$ cat config.mk
export PLATFORM = sky130hd
export DESIGN_NAME = pp_combine
export DESIGN_NICKNAME = d
export VERILOG_FILES = /design/src/rtl/pp_combine.sv
export SDC_FILE = /design/constraint.sdc
export NUM_CORES = 1
export LEC_CHECK = 0
export BUFFER_PORTS_ARGS = -buffer_cell sky130_fd_sc_hd__buf_2
export CORE_ASPECT_RATIO = 0.7
export CORE_MARGIN = 8
export CORE_UTILIZATION = 30
export DETAILED_ROUTE_END_ITERATION = 10
export PLACE_DENSITY = 0.53
export SLEW_MARGIN = 30
export SYNTH_ARGS = -nofsm -noshare
export SYNTH_HDL_FRONTEND = slang
export SYNTH_SLANG_ARGS = --single-unit
$ cat constraint.sdc
create_clock -name clk -period 4.42 [get_ports clk]
set_input_delay 0.663 -clock clk [delete_from_list [all_inputs] [get_ports clk]]
set_output_delay 0.663 -clock clk [all_outputs]
set_load 0.01 [all_outputs]
$ cat src/rtl/pp_combine.sv
// pp_combine: folds the six 45-bit partial products of a 54x54 unsigned
// multiply into the 108-bit product through two registered stages with
// valid/ready handshaking on both sides and a count of delivered results.
`timescale 1ns/1ps
module pp_combine #(
  parameter int RADIX = 54,
  parameter int PP_W  = 45
) (
  input  logic                 clk,
  input  logic                 rst_n,
  input  logic [PP_W-1:0]      res_0,
  input  logic [PP_W-1:0]      res_1,
  input  logic [PP_W-1:0]      res_2,
  input  logic [PP_W-1:0]      res_3,
  input  logic [PP_W-1:0]      res_4,
  input  logic [PP_W-1:0]      res_5,
  input  logic                 in_valid,
  output logic                 in_ready,
  output logic [2*RADIX-1:0]   product,
  output logic                 out_valid,
  input  logic                 out_ready,
  output logic [15:0]          done_cnt
);

  // b is split into three 18-bit slices, a into two 27-bit halves.
  localparam int B_W    = RADIX / 3;
  localparam int HALF   = RADIX / 2;
  localparam int SUM_W  = PP_W + 2 * B_W;
  localparam int PROD_W = 2 * RADIX;

  // Weighted sum of one half's three slice products; SUM_W holds it exactly.
  function automatic logic [SUM_W-1:0] comb3(input logic [PP_W-1:0] p0,
                                             input logic [PP_W-1:0] p1,
                                             input logic [PP_W-1:0] p2);
    comb3 = SUM_W'(p0) + (SUM_W'(p1) << B_W) + (SUM_W'(p2) << (2 * B_W));
  endfunction

  // Joins the low-half and high-half sums into the full product.
  function automatic logic [PROD_W-1:0] merge(input logic [SUM_W-1:0] lo,
                                              input logic [SUM_W-1:0] hi);
    merge = PROD_W'(lo) + (PROD_W'(hi) << HALF);
  endfunction

  logic             vld_p1;
  logic             vld_p2;
  logic [SUM_W-1:0] s_lo_p1;
  logic [SUM_W-1:0] s_hi_p1;
  logic             ld_p1;
  logic             ld_p2;

  // A stage may load when it is empty or when its content moves on.
  assign ld_p2     = !vld_p2 || out_ready;
  assign ld_p1     = !vld_p1 || ld_p2;
  // Held low during reset so nothing is taken while the pipe is cleared.
  assign in_ready  = rst_n && ld_p1;
  assign out_valid = vld_p2;

  // Stage 1: partial products -> low/high half sums
  always_ff @(posedge clk or negedge rst_n) begin
    if (!rst_n) begin
      vld_p1  <= 1'b0;
      s_lo_p1 <= '0;
      s_hi_p1 <= '0;
    end else if (ld_p1) begin
      vld_p1 <= in_valid;
      if (in_valid) begin
        s_lo_p1 <= comb3(res_0, res_1, res_2);
        s_hi_p1 <= comb3(res_3, res_4, res_5);
      end
    end
  end

  // Stage 2: half sums -> full product, held while the consumer stalls
  always_ff @(posedge clk or negedge rst_n) begin
    if (!rst_n) begin
      vld_p2  <= 1'b0;
      product <= '0;
    end else if (ld_p2) begin
      vld_p2 <= vld_p1;
      if (vld_p1) begin
        product <= merge(s_lo_p1, s_hi_p1);
      end
    end
  end

  // Count completed output transfers, wrapping at 16 bits.
  always_ff @(posedge clk or negedge rst_n) begin
    if (!rst_n) begin
      done_cnt <= '0;
    end else if (vld_p2 && out_ready) begin
      done_cnt <= done_cnt + 16'd1;
    end
  end

endmodule

## After elaboration in Yosys (flattened, before gate mapping)

Cells that the tools add are included.

- Input port bits: 274
- Output and inout port bits: 126
- Word-level logic and storage cells: 20
- Bits in registers: 288

- Add/sub/neg operators: 6
- Reduce and logical (&&, ||, !) cells: 8

Operators with widths:

| cell | count |
|---|---|
| adder 64 x 81 -> 81 bit | 2 |
| adder 45 x 63 -> 64 bit | 2 |
| adder 81 x 108 -> 108 bit | 1 |
| adder 16 x 1 -> 16 bit (second input constant) | 1 |
| AND reduction 2 bit | 2 |
| logical AND 1 bit | 2 |
| zero test 1 bit | 2 |
| logical OR 1 bit | 2 |

## Longest topological paths before layout

- Word-level depth: 4
- Mapped depth: 15
- Gate-level depth less buffers: 14

## Least setup slack after synthesis

Ideal clock, no wire load.

- Kind: input port to flip-flop
- Start point: input port res_3[36]
- End point: register s_hi_p1[67]
- Data arrival time: 3627 ps
- Cell stages on the path: 15
- Path slack: 660 ps
- Buffers on the path: 1
- Library setup time: 133 ps
- Data required time: 4287 ps
- Cells stage by stage: inv_1 -> fa_1 -> inv_1 -> ha_1 -> clkbuf_1 -> a21o_1 -> a21o_1 -> a21o_1 -> and4b_1 -> o311ai_1 -> a211o_1 -> a221oi_4 -> nor3b_1 -> xnor2_1 -> o21ai_0

- Word-level cells in the longest chain between the ends: 2

Ends and longest elaborated chain:

| what | line | source |
|---|---|---|
| start: declaration | 14 | `input logic [PP_W-1:0] res_3,` |
| adder 45 x 63 -> 64 bit | 35 | `comb3 = SUM_W'(p0) + (SUM_W'(p1) << B_W) + (SUM_W'(p2) << (2 * B_W));` |
| adder 64 x 81 -> 81 bit | 35 |  |
| end signal: assignment | 68 | `s_hi_p1 <= comb3(res_3, res_4, res_5);` |
| end: declaration | 47 | `logic [SUM_W-1:0] s_hi_p1;` |

Every way passes these cells.
A chain may end at the register's enable or synchronous reset.

## Final worst setup path

- Start point: input port res_0[20]
- End point: register s_lo_p1[60]

- Word-level cells in the longest chain between the ends: 2

Ends and longest elaborated chain:

| what | line | source |
|---|---|---|
| start: declaration | 11 | `input logic [PP_W-1:0] res_0,` |
| adder 45 x 63 -> 64 bit | 35 |  |
| adder 64 x 81 -> 81 bit | 35 |  |
| end signal: assignment | 67 | `s_lo_p1 <= comb3(res_0, res_1, res_2);` |
| end: declaration | 46 | `logic [SUM_W-1:0] s_lo_p1;` |

Every way passes these cells.

==> impl_metrics.py <==
metrics = {
    "clocking": {
        "cts-root-buf": "clkbuf_16",
        "cts.sinks": 288,
        "hold_buffers": 0,
        "clk_pin_slew_ps": 60,
        "cts_inserted_buffers": 34,
        "cts_resized": 0,
        "tritoncts": "yes",
        "clk-insertion-delay-late_ps": 530,
        "h-tree-depth": 2,
        "clock_path_buffers": 3,
        "cts_setup_buffers": 0,
    },
    "logic_synthesis": {
        "syn-mean-instance-area_um2": 8.57,
        "synth.cell_area_mm2": 0.0211,
        "async_flop_share_pct": 100,
        "synth_top_family_by_area": "compound AO/OA/AOI/OAI gates",
        "ys_ff_latch": 288,
        "synth_nets": 2972,
        "synth_compound_area_share_pct": 22.0,
        "yosysSeqAreaShare_pct": 34.2,
        "yosysWarnings": 0,
        "synthSimpleGateAreaFrac_pct": 18.0,
        "synth_adder_area_share_pct": 14.9,
        "synthMuxAreaShare_pct": 0.208,
        "synthCells": 2460,
        "synthFlopType": "dfrtp_1",
        "ys_types": 83,
        "synth_xor_area_share_pct": 7.93,
        "synth_edf_count": 0,
    },
    "grt": {
        "grt_antenna_before_repair": 7,
        "grt_pass1_vias": 18400,
        "gr-usage-met3_pct": 4.43,
        "grt_use_met1_pct": 24.5,
        "use_met2_pct": 23.2,
        "grt_usage_pct": 16.2,
        "grt_max_degree": 123,
        "grt_overflow_total": 0,
        "top_usage_layer": "met1",
        "grt_pass1_wl_um": 105000,
    },
    "routing": {
        "num_vias": 18700,
        "wl_um": 66600,
        "viasPerCell": 4.96,
        "first_iter_violations": 1099,
        "remaining_drc_errors": 0,
        "drtAntennaViolNets": 0,
        "first_pass_iters": 5,
        "wl_per_cell_um": 17.7,
    },
    "timing": {
        "relSlewSlack_pct": 43.5,
        "rsz0062_at_grt": "false",
        "clock_skew_ps": 10.6,
        "fmax_ghz": 0.249,
        "maxSlewViolCount": 0,
        "fin_ws_ps": 403,
        "tightest_slew_ps": 847,
        "finalSetupViolations": 0,
        "final.period_utilization_pct": 90.9,
        "fin_crit_ps": 4020,
        "finalHoldViolCount": 0,
    },
    "critical_path": {
        "crit_type": "in -> reg",
        "cp_data_arrival_time_ps": 4390,
        "endpoint_kind": "flop",
        "r2r_end": "product[69]",
        "timing.rr.start": "s_lo_p1[27]",
        "cp_data_required_time_ps": 4790,
        "rr_worst_depth": 13,
        "start_kind": "input pin",
        "critPathMaxFanout": 4,
        "reg2reg_setup_slack_ps": 450,
    },
    "die": {
        "core_mm2": 0.0697,
        "die_h_um": 238,
        "start_util_pct": 30.2,
        "ios": 400,
        "die_w_um": 333,
        "dieArea_mm2": 0.0792,
        "rows": 81,
    },
    "final_layout": {
        "n_fill_cell": 7399,
        "fin_nets": 3334,
        "syn2layout_area_growth_pct": 20.1,
        "drive_gt1_share_pct": 18.7,
    },
    "place": {
        "post-place-ws_ps": 7.82,
        "dpl.hpwl_um": 53500,
        "place_congestion": 0.861,
        "numPortBuffers": 399,
    },
    "power": {
        "p_leak_nw": 12.5,
        "power_density_mw_per_mm2": 486,
        "vdd.ir_drop.worst_mv": 0.217,
        "p_total_mw": 12.3,
    },
    "worst_hold_path": {
        "hold_class": "in -> async",
    },
    "outcome": {
        "status": "finished, final reports clean",
    },
    "run": {
        "drv_cap": 0,
    },
}
-- final cells by class --
| cell class | count | area [µm²] | share of cell area [%] |
|---|---|---|---|
| inverters | 45 | 169 | 0.667 |
| diodes | 3 | 7.51 | 0.0296 |
| repair buffers | 441 | 2400 | 9.47 |
| clock inverters | 14 | 133 | 0.524 |
| multi-input cells | 2012 | 13300 | 52.5 |
| clock buffers | 45 | 963 | 3.80 |
| flip-flops and latches | 288 | 7210 | 28.5 |
| well taps | 913 | 1140 | 4.51 |
-- sequential cells by signal (all words and copies together), names as in the netlist --
name / cells
product: 108
out_valid: 1
s_hi_p1: 81
vld_p1: 1
s_lo_p1: 81
done_cnt: 16
-- critical path, cell delays in order --
cell       delay (ps)
buf_2             100
ha_1              320
ha_1              320
a211oi_1          240
nor2_1            120
o31ai_2           450
o31ai_1           150
buf_4             170
a2111oi_0         620
nor2_1            250
a211oi_1          430
o21ai_0           180
buf_4             180
xnor2_1           110
o21ai_0            80
-- report_power, final --
group          internal, mW  switching, mW
Clock                  1.65           1.15
Sequential             3.36          0.547
Combinational          2.20           3.41
-- synthesized netlist by cell type (21+ instances only) --
cell	n	area, µm²
inv_1	45	169
a21o_1	116	871
a21oi_1	133	666
ha_1	217	2720
o21bai_1	29	218
xor2_1	84	736
a31oi_1	25	156
xnor2_1	107	937
and3_1	27	169
nor2_1	85	319
nand2_1	516	1940
o21ai_0	263	1320
nand4_1	42	263
dfrtp_1	288	7210
nor3_1	37	185
clkbuf_1	111	417
nand3_1	51	255
fa_1	21	420
-- metal layers --
metal	share of wire (%)	up-vias
met5	0.078	-
met4	1.2	8
met3	6.8	57
met2	40	429
met1	52	8679
li1	-	9496
-- stage by stage --
step,utilization (%),instances,TNS (ps),hold WS (ps),area [µm²]
after floorplan,-,2460,0,367,21100
after global placement,34.7,3699,-40.5,449,24200
after detailed placement,34.7,3699,0,451,24200
after CTS,36.3,3758,0,49.9,25300
after global routing,36.3,3759,0,71.4,25300
final,36.3,3761,0,64.2,25300
-- layout by cell type (no fill, tap or decap), types with 84 or more instances in the layout --
cell type	netlist	final
nand2_1	516	514
buf_2	3	398
dfrtp_1	288	288
o21ai_0	263	262
ha_1	217	217
a21oi_1	133	133
a21o_1	116	116
xnor2_1	107	107
nor2_1	85	85
xor2_1	84	84
-- logic make-up after synthesis --
group                      count (synthesis)
and+or+nand+nor                          853
AOI/OAI and AO/OA                        726
DFF                                      288
adders and majority gates                238
xor gates and xnor gates                 191
buffers and inverters                    160
muxes                                      4
-- worst max-delay path by stage --
stage	start	endpoint	slack, ps	depth (start not counted)
2_1_floorplan	res_3[36]	s_hi_p1[67]	660	15
3_3_place_gp	res_0[20]	s_lo_p1[60]	-40	15
3_5_place_dp	res_0[20]	s_lo_p1[60]	8	15
5_1_grt	s_lo_p1[27]	product[69]	150	13
4_1_cts	s_lo_p1[27]	product[69]	450	13
6_report	res_0[20]	s_lo_p1[60]	400	15
Power figures use the tool's default switching activity.
